`src/rtl/ex_mem_stage_hs_if.sv`:
```
// Bundle of the upstream operation handshake and the data-memory request bus
// seen by the execute+memory stage.
interface ex_mem_stage_hs_if #(
    parameter int ADDR_W = 12
) ();
    // Upstream: an operation transfers on a rising edge where in_valid && in_ready;
    // the producer must hold all operation fields stable until then.
    // Memory: mem_req stays high with stable mem_we/addr/wdata/wstrb until a rising
    // edge where mem_ready is high (or the stage aborts on timeout).
    logic              in_valid;
    logic              in_ready;
    logic [31:0]       src_a;
    logic [31:0]       write_data;
    logic [31:0]       imm_ext;
    logic              alu_src;
    logic [2:0]        alu_control;
    logic [2:0]        funct3;
    logic              mem_read;
    logic              mem_write;
    logic              mem_req;
    logic              mem_we;
    logic [ADDR_W-1:0] mem_addr;
    logic [31:0]       mem_wdata;
    logic [3:0]        mem_wstrb;
    logic [31:0]       mem_rdata;
    logic              mem_ready;
    logic              out_valid;
    logic [31:0]       alu_result;
    logic              zero;
    logic [31:0]       read_data;
    logic              misaligned;
    logic              bus_error;

    modport master (
        output in_valid, src_a, write_data, imm_ext, alu_src, alu_control, funct3,
               mem_read, mem_write, mem_rdata, mem_ready,
        input  in_ready, mem_req, mem_we, mem_addr, mem_wdata, mem_wstrb,
               out_valid, alu_result, zero, read_data, misaligned, bus_error
    );

    modport slave (
        input  in_valid, src_a, write_data, imm_ext, alu_src, alu_control, funct3,
               mem_read, mem_write, mem_rdata, mem_ready,
        output in_ready, mem_req, mem_we, mem_addr, mem_wdata, mem_wstrb,
               out_valid, alu_result, zero, read_data, misaligned, bus_error
    );
endinterface

```
`src/rtl/ex_mem_stage_hs.sv`:
```
// Registered execute+memory stage: one-cycle ALU, and a load/store engine that
// talks to data memory over req/ready with alignment checks and a wait timeout.
module ex_mem_stage_hs #(
    parameter int ADDR_W      = 12,
    parameter int TIMEOUT_CYC = 255
) (
    input  logic clk,
    input  logic reset,
    ex_mem_stage_hs_if.slave bus,
    output logic dbg_state_o
);
    typedef enum logic {
        S_IDLE   = 1'b0,
        S_ACCESS = 1'b1
    } state_t;

    localparam int CNT_W = $clog2(TIMEOUT_CYC + 1);

    state_t          state_q, state_d;
    logic [CNT_W-1:0] cnt_q, cnt_d;
    logic [31:0]     alu_q, alu_d;
    logic [31:0]     rdata_q, rdata_d;
    logic [31:0]     wdata_q, wdata_d;
    logic [3:0]      wstrb_q, wstrb_d;
    logic [2:0]      f3_q, f3_d;
    logic            req_q, req_d;
    logic            we_q, we_d;
    logic            ov_q, ov_d;
    logic            mis_q, mis_d;
    logic            berr_q, berr_d;

    logic [31:0] op_b;
    logic [31:0] alu_res;
    logic        is_mem;
    logic        align_ok;
    logic [31:0] st_wdata;
    logic [3:0]  st_wstrb;
    logic [31:0] ld_lane;
    logic [31:0] ld_fmt;

    assign op_b   = bus.alu_src ? bus.imm_ext : bus.write_data;
    assign is_mem = bus.mem_read | bus.mem_write;

    always_comb begin
        alu_res = 32'd0;
        case (bus.alu_control)
            3'b000: alu_res = bus.src_a + op_b;
            3'b001: alu_res = bus.src_a - op_b;
            3'b010: alu_res = bus.src_a & op_b;
            3'b011: alu_res = bus.src_a | op_b;
            3'b100: alu_res = bus.src_a ^ op_b;
            3'b101: alu_res = {31'd0, $signed(bus.src_a) < $signed(op_b)};
            3'b110: alu_res = bus.src_a << op_b[4:0];
            3'b111: alu_res = bus.src_a >> op_b[4:0];
            default: alu_res = 32'd0;
        endcase
    end

    // Alignment and store lane placement use the freshly computed address.
    always_comb begin
        align_ok = 1'b0;
        st_wdata = bus.write_data;
        st_wstrb = 4'b1111;
        case (bus.funct3[1:0])
            2'b00: begin
                align_ok = 1'b1;
                st_wdata = {4{bus.write_data[7:0]}};
                st_wstrb = 4'b0001 << alu_res[1:0];
            end
            2'b01: begin
                align_ok = ~alu_res[0];
                st_wdata = {2{bus.write_data[15:0]}};
                st_wstrb = 4'b0011 << alu_res[1:0];
            end
            2'b10: align_ok = (alu_res[1:0] == 2'b00);
            default: align_ok = 1'b0;
        endcase
    end

    // Load formatting uses the captured address and size of the pending access.
    assign ld_lane = bus.mem_rdata >> {alu_q[1:0], 3'b000};

    always_comb begin
        ld_fmt = bus.mem_rdata;
        case (f3_q[1:0])
            2'b00: ld_fmt = f3_q[2] ? {24'd0, ld_lane[7:0]}
                                    : {{24{ld_lane[7]}}, ld_lane[7:0]};
            2'b01: ld_fmt = f3_q[2] ? {16'd0, ld_lane[15:0]}
                                    : {{16{ld_lane[15]}}, ld_lane[15:0]};
            default: ld_fmt = bus.mem_rdata;
        endcase
    end

    always_comb begin
        state_d = state_q;
        cnt_d   = cnt_q;
        alu_d   = alu_q;
        rdata_d = 32'd0;
        wdata_d = wdata_q;
        wstrb_d = wstrb_q;
        f3_d    = f3_q;
        req_d   = req_q;
        we_d    = we_q;
        ov_d    = 1'b0;
        mis_d   = 1'b0;
        berr_d  = 1'b0;
        case (state_q)
            S_IDLE: begin
                if (bus.in_valid) begin
                    alu_d = alu_res;
                    if (!is_mem) begin
                        ov_d = 1'b1;
                    end else if (!align_ok) begin
                        ov_d  = 1'b1;
                        mis_d = 1'b1;
                    end else begin
                        state_d = S_ACCESS;
                        req_d   = 1'b1;
                        we_d    = bus.mem_write;
                        wdata_d = bus.mem_write ? st_wdata : 32'd0;
                        wstrb_d = bus.mem_write ? st_wstrb : 4'd0;
                        f3_d    = bus.funct3;
                        cnt_d   = '0;
                    end
                end
            end
            S_ACCESS: begin
                // A ready arriving on the expiry cycle still completes normally.
                if (bus.mem_ready) begin
                    state_d = S_IDLE;
                    req_d   = 1'b0;
                    ov_d    = 1'b1;
                    rdata_d = we_q ? 32'd0 : ld_fmt;
                end else if (cnt_q == CNT_W'(TIMEOUT_CYC - 1)) begin
                    state_d = S_IDLE;
                    req_d   = 1'b0;
                    ov_d    = 1'b1;
                    berr_d  = 1'b1;
                end else begin
                    cnt_d = cnt_q + CNT_W'(1);
                end
            end
            default: state_d = S_IDLE;
        endcase
    end

    always_ff @(posedge clk or posedge reset) begin
        if (reset) begin
            state_q <= S_IDLE;
            cnt_q   <= '0;
            alu_q   <= 32'd0;
            rdata_q <= 32'd0;
            wdata_q <= 32'd0;
            wstrb_q <= 4'd0;
            f3_q    <= 3'd0;
            req_q   <= 1'b0;
            we_q    <= 1'b0;
            ov_q    <= 1'b0;
            mis_q   <= 1'b0;
            berr_q  <= 1'b0;
        end else begin
            state_q <= state_d;
            cnt_q   <= cnt_d;
            alu_q   <= alu_d;
            rdata_q <= rdata_d;
            wdata_q <= wdata_d;
            wstrb_q <= wstrb_d;
            f3_q    <= f3_d;
            req_q   <= req_d;
            we_q    <= we_d;
            ov_q    <= ov_d;
            mis_q   <= mis_d;
            berr_q  <= berr_d;
        end
    end

    assign bus.in_ready   = (state_q == S_IDLE);
    assign bus.mem_req    = req_q;
    assign bus.mem_we     = we_q;
    assign bus.mem_addr   = {alu_q[ADDR_W-1:2], 2'b00};
    assign bus.mem_wdata  = wdata_q;
    assign bus.mem_wstrb  = wstrb_q;
    assign bus.out_valid  = ov_q;
    assign bus.alu_result = alu_q;
    assign bus.zero       = (alu_q == 32'd0);
    assign bus.read_data  = rdata_q;
    assign bus.misaligned = mis_q;
    assign bus.bus_error  = berr_q;
    assign dbg_state_o    = (state_q == S_ACCESS);
endmodule

```
`src/flat_wrapper.sv`:
```
// flat-port wrapper written by rule: the top's interface ports become plain ports
module ex_mem_stage_hs_flat 
#(
    parameter int ADDR_W      = 12,
    parameter int TIMEOUT_CYC = 255
)
  (clk, reset, dbg_state_o, bus_in_valid, bus_src_a, bus_write_data, bus_imm_ext, bus_alu_src, bus_alu_control, bus_funct3, bus_mem_read, bus_mem_write, bus_mem_rdata, bus_mem_ready, bus_in_ready, bus_mem_req, bus_mem_we, bus_mem_addr, bus_mem_wdata, bus_mem_wstrb, bus_out_valid, bus_alu_result, bus_zero, bus_read_data, bus_misaligned, bus_bus_error);
  ex_mem_stage_hs_if #(.ADDR_W(ADDR_W)) bus_i ();
  input  logic clk;
  input  logic reset;
  output logic dbg_state_o;
  input wire logic [$bits(bus_i.in_valid)-1:0] bus_in_valid;
  input wire logic [$bits(bus_i.src_a)-1:0] bus_src_a;
  input wire logic [$bits(bus_i.write_data)-1:0] bus_write_data;
  input wire logic [$bits(bus_i.imm_ext)-1:0] bus_imm_ext;
  input wire logic [$bits(bus_i.alu_src)-1:0] bus_alu_src;
  input wire logic [$bits(bus_i.alu_control)-1:0] bus_alu_control;
  input wire logic [$bits(bus_i.funct3)-1:0] bus_funct3;
  input wire logic [$bits(bus_i.mem_read)-1:0] bus_mem_read;
  input wire logic [$bits(bus_i.mem_write)-1:0] bus_mem_write;
  input wire logic [$bits(bus_i.mem_rdata)-1:0] bus_mem_rdata;
  input wire logic [$bits(bus_i.mem_ready)-1:0] bus_mem_ready;
  output wire logic [$bits(bus_i.in_ready)-1:0] bus_in_ready;
  output wire logic [$bits(bus_i.mem_req)-1:0] bus_mem_req;
  output wire logic [$bits(bus_i.mem_we)-1:0] bus_mem_we;
  output wire logic [$bits(bus_i.mem_addr)-1:0] bus_mem_addr;
  output wire logic [$bits(bus_i.mem_wdata)-1:0] bus_mem_wdata;
  output wire logic [$bits(bus_i.mem_wstrb)-1:0] bus_mem_wstrb;
  output wire logic [$bits(bus_i.out_valid)-1:0] bus_out_valid;
  output wire logic [$bits(bus_i.alu_result)-1:0] bus_alu_result;
  output wire logic [$bits(bus_i.zero)-1:0] bus_zero;
  output wire logic [$bits(bus_i.read_data)-1:0] bus_read_data;
  output wire logic [$bits(bus_i.misaligned)-1:0] bus_misaligned;
  output wire logic [$bits(bus_i.bus_error)-1:0] bus_bus_error;
  assign bus_i.in_valid = bus_in_valid;
  assign bus_i.src_a = bus_src_a;
  assign bus_i.write_data = bus_write_data;
  assign bus_i.imm_ext = bus_imm_ext;
  assign bus_i.alu_src = bus_alu_src;
  assign bus_i.alu_control = bus_alu_control;
  assign bus_i.funct3 = bus_funct3;
  assign bus_i.mem_read = bus_mem_read;
  assign bus_i.mem_write = bus_mem_write;
  assign bus_i.mem_rdata = bus_mem_rdata;
  assign bus_i.mem_ready = bus_mem_ready;
  assign bus_in_ready = bus_i.in_ready;
  assign bus_mem_req = bus_i.mem_req;
  assign bus_mem_we = bus_i.mem_we;
  assign bus_mem_addr = bus_i.mem_addr;
  assign bus_mem_wdata = bus_i.mem_wdata;
  assign bus_mem_wstrb = bus_i.mem_wstrb;
  assign bus_out_valid = bus_i.out_valid;
  assign bus_alu_result = bus_i.alu_result;
  assign bus_zero = bus_i.zero;
  assign bus_read_data = bus_i.read_data;
  assign bus_misaligned = bus_i.misaligned;
  assign bus_bus_error = bus_i.bus_error;
  ex_mem_stage_hs #(.ADDR_W(ADDR_W), .TIMEOUT_CYC(TIMEOUT_CYC)) u_core (.clk(clk), .reset(reset), .bus(bus_i), .dbg_state_o(dbg_state_o));
endmodule
```
`config.mk`:
```
export PLATFORM = sky130hd
export DESIGN_NAME = ex_mem_stage_hs_flat
export DESIGN_NICKNAME = d
export VERILOG_FILES = /design/src/rtl/ex_mem_stage_hs_if.sv /design/src/rtl/ex_mem_stage_hs.sv /design/src/flat_wrapper.sv
export SDC_FILE = /design/constraint.sdc
export NUM_CORES = 1
export LEC_CHECK = 0
export CORE_MARGIN = 10
export CORE_UTILIZATION = 40
export CTS_BUF_LIST = sky130_fd_sc_hd__clkbuf_2 sky130_fd_sc_hd__clkbuf_4 sky130_fd_sc_hd__clkbuf_8
export CTS_CLUSTER_DIAMETER = 30
export DETAILED_ROUTE_END_ITERATION = 16
export PLACE_DENSITY_LB_ADDON = 0.1
export SLEW_MARGIN = 5
export SYNTH_ARGS = -nofsm -noshare
export SYNTH_HDL_FRONTEND = slang
export SYNTH_SLANG_ARGS = --single-unit
export TNS_END_PERCENT = 1
```
`constraint.sdc`:
```
create_clock -name clk -period 4.3 [get_ports clk]
set_input_delay 0.43 -clock clk [delete_from_list [all_inputs] [get_ports clk]]
set_output_delay 0.43 -clock clk [all_outputs]
set_load 0.1 [all_outputs]
```
==> impl_metrics.yaml <==
timing:
  tightest_slew_ns: 1.10
  slew_headroom_pct: 26.9
  clock-skew-final_ns: 0.0150
  period_share_pct: 95.6
  grt_setup_unrepaired: "no"
  finalSetupTns_ns: 0
  setup_viol: 0
  fin_ws_ns: 0.188
  min_period_ns: 4.11
  hold_viol_final: 0
  timing.fmax_mhz: 243
  slew_violations: 0
global_routing:
  grtUsageMet3_pct: 5.43
  grt_pass1_wl_um: 101000
  grt_overflow: 0
  antenna_found_initial: 1
  grt_pass1_vias: 15100
  grt.met2_usage_pct: 50.7
  grt.busiest_layer: "met2"
  use_met1_pct: 41.0
  grt_max_degree: 74
  grt_util_all_layers_pct: 31.7
clock_tree:
  clockBufferDepth: 2
  cts_buffers: 17
  cts_tree: "yes"
  cts_hold_buf: 0
  clk_latency_ns: 0.48
  cts_sinks: 117
  cts-htree-levels: 4
  clkTransAtPathRegs_ns: 0.09
  root_buffer: "clkbuf_8"
pwr:
  clkPwrFrac_pct: 14.1
  p_sw_mw: 4.19
  peakVddDrop_mv: 0.362
  comb_power_share_pct: 64.6
  p_sw_share_pct: 56.2
  total_power_mw: 7.46
  internal_power_mw: 3.27
  total_leakage_power_nw: 8.33
  cellPowerDensity_nw_per_um2: 399
  power_frac_seq_pct: 21.3
yosys:
  synth_enable_flop_cells: 0
  syn_inst: 1716
  yosysTopAreaCellShare_pct: 21.2
  synth_area_leaders: "dfrtp_1, mux2i_1, ha_1"
  async_flop_share_pct: 100
  seq_area_frac_synth_pct: 21.2
  synth.distinct_cells: 76
  synth_seq_cells: 117
  postSynthAreaPerCell_um2: 8.04
  yosysWarnings: 0
  synth_ff_type: "dfrtp_1"
  synth_top_area_cell: "dfrtp_1"
  synth_most_common_cell: "nand2_1"
  syn_area_um2: 13800
  synth_common_cells: "nand2_1, a21oi_1, mux2i_1"
setup_path:
  worstPathRequired_ns: 4.65
  end_kind: "flop"
  path_class: "input pin to flop"
  worstSetupStartpointType: "input pin"
  worstPathMaxFanout: 4
  critPathArrivalTime_ns: 4.47
finish:
  syn_to_final_growth_pct: 35.5
  drive_gt1_share_pct: 16.3
  antennaDiodeCount: 0
  nets: 2359
die:
  ioPinCount: 261
  core-area_um2: 33800
  rows: 67
  start_util_pct: 40.8
  die_h_um: 206
  die-area_um2: 42300
  dieWidth_um: 206
hold_path:
  hold_class: "flop to flop"
drt:
  drc: 0
  route.detailed.wl_per_inst_um: 26.9
  viasPerCell: 6.12
  firstDrtPassIters: 8
  drt_iter0_drc: 1726
  routed-via-count: 15700
  ant_nets: 0
  wirelength_um: 68800
outcome:
  status: "complete, no violations"
placed_design:
  place.port_buffers: 258
  dpl.hpwl_um: 56100
  gp_congestion: 1.06
  dp_slack_ns: -0.255
flow_run:
  drv_cap: 0
[layout make-up]
type / instances / area [µm²]
Fill cell: 3240 / 15100
Multi-Input combinational cell: 1344 / 9870
Timing Repair Buffer: 491 / 4440
Sequential cell: 117 / 2930
Tap cell: 448 / 561
Inverter: 131 / 497
Clock buffer: 17 / 234
Clock inverter: 15 / 159
[logic make-up after synthesis]
kind of cell,after synthesis,share of synthesized area [%]
and+or+nand+nor,466,15.2
xor gates and xnor gates,36,2.29
AOI/OAI and AO/OA,532,25.6
other,1,0.0272
muxes,192,17.4
adders and majority gates,116,10.6
DFF,117,21.2
buffers and inverters,256,7.66
[metrics by stage]
step / std cells / util (%) / hold WS, ns / cell area (µm²)
finish: 2563 / 55.3 / 0.494 / 18700
global route: 2563 / 55.3 / 0.510 / 18700
CTS: 2563 / 55.3 / 0.497 / 18700
detailed placement: 2531 / 54.1 / 0.478 / 18300
global placement: 2531 / 54.1 / 0.476 / 18300
floorplan: 1717 / - / 0.495 / 13800
[worst max-delay path: stages]
cell and delay [ns]:
clkdlybuf4s50_1 0.53, mux2i_4 0.11, buf_12 0.15, inv_4 0.04, buf_4 0.15, ha_1 0.20
inv_1 0.07, fa_1 0.41, nor2b_1 0.19, o31a_1 0.21, o2111ai_1 0.22, a21oi_1 0.21
buf_4 0.15, o211ai_1 0.15, a21boi_0 0.45, o211ai_1 0.16, a2111oi_0 0.53, nor3b_1 0.11
[metal layers]
metal / share of wire (%) / vias up
met3: 8.6 / 153
met5: 0 / -
met4: 4.6 / 0
met1: 41 / 7621
li1: - / 7065
met2: 46 / 855
[path summary, 6_finish.rpt]
kind                                          start                   endpoint  slack (ns)  cells past startpoint
max                               bus_write_data[0]  u_core.bus.alu_result[24]        0.19                     18
min in group asynchronous                     reset    u_core.bus.read_data[8]        0.51                      2
max in group asynchronous                     reset   u_core.bus.read_data[30]        2.87                      3
min                        u_core.bus.mem_wdata[21]   u_core.bus.mem_wdata[21]        0.49                      1
max reg2reg                u_core.bus.alu_result[1]   u_core.bus.read_data[22]        1.63                      7
min reg2reg                u_core.bus.mem_wdata[21]   u_core.bus.mem_wdata[21]        0.49                      1
[placed cells by master, fill, tap and decap left out, types with 89 or more instances in the layout]
cell type / count
nand2_1: 169
dfrtp_1: 117
buf_4: 225
clkdlybuf4s50_1: 256
mux2i_1: 147
ha_1: 114
inv_1: 126
a21oi_1: 156
nor2_1: 144
o21ai_0: 89
[sequential cells by signal (all words and copies together) (netlist names), 3 cells and up]
register	flops
u_core.bus.mem_wstrb	4
u_core.bus.alu_result	32
u_core.bus.mem_wdata	32
u_core.cnt_q	8
u_core.f3_q	3
u_core.bus.read_data	32
[power by group through the flow]
stage	registers (mW)	clock network (mW)	logic [mW]
floorplan	3.03	0	1.72
global placement	1.60	0	4.76
detailed placement	1.60	0	4.76
CTS	1.58	1.07	4.78
global route	1.62	1.12	5.02
finish	1.59	1.06	4.82
[repair_timing]
action | CTS | global route
resized for setup | 0 | 1
setup endpoints to repair | 0 | 1
buffers inserted | 0 | 0
No activity file was read; power rests on OpenSTA's default activity.
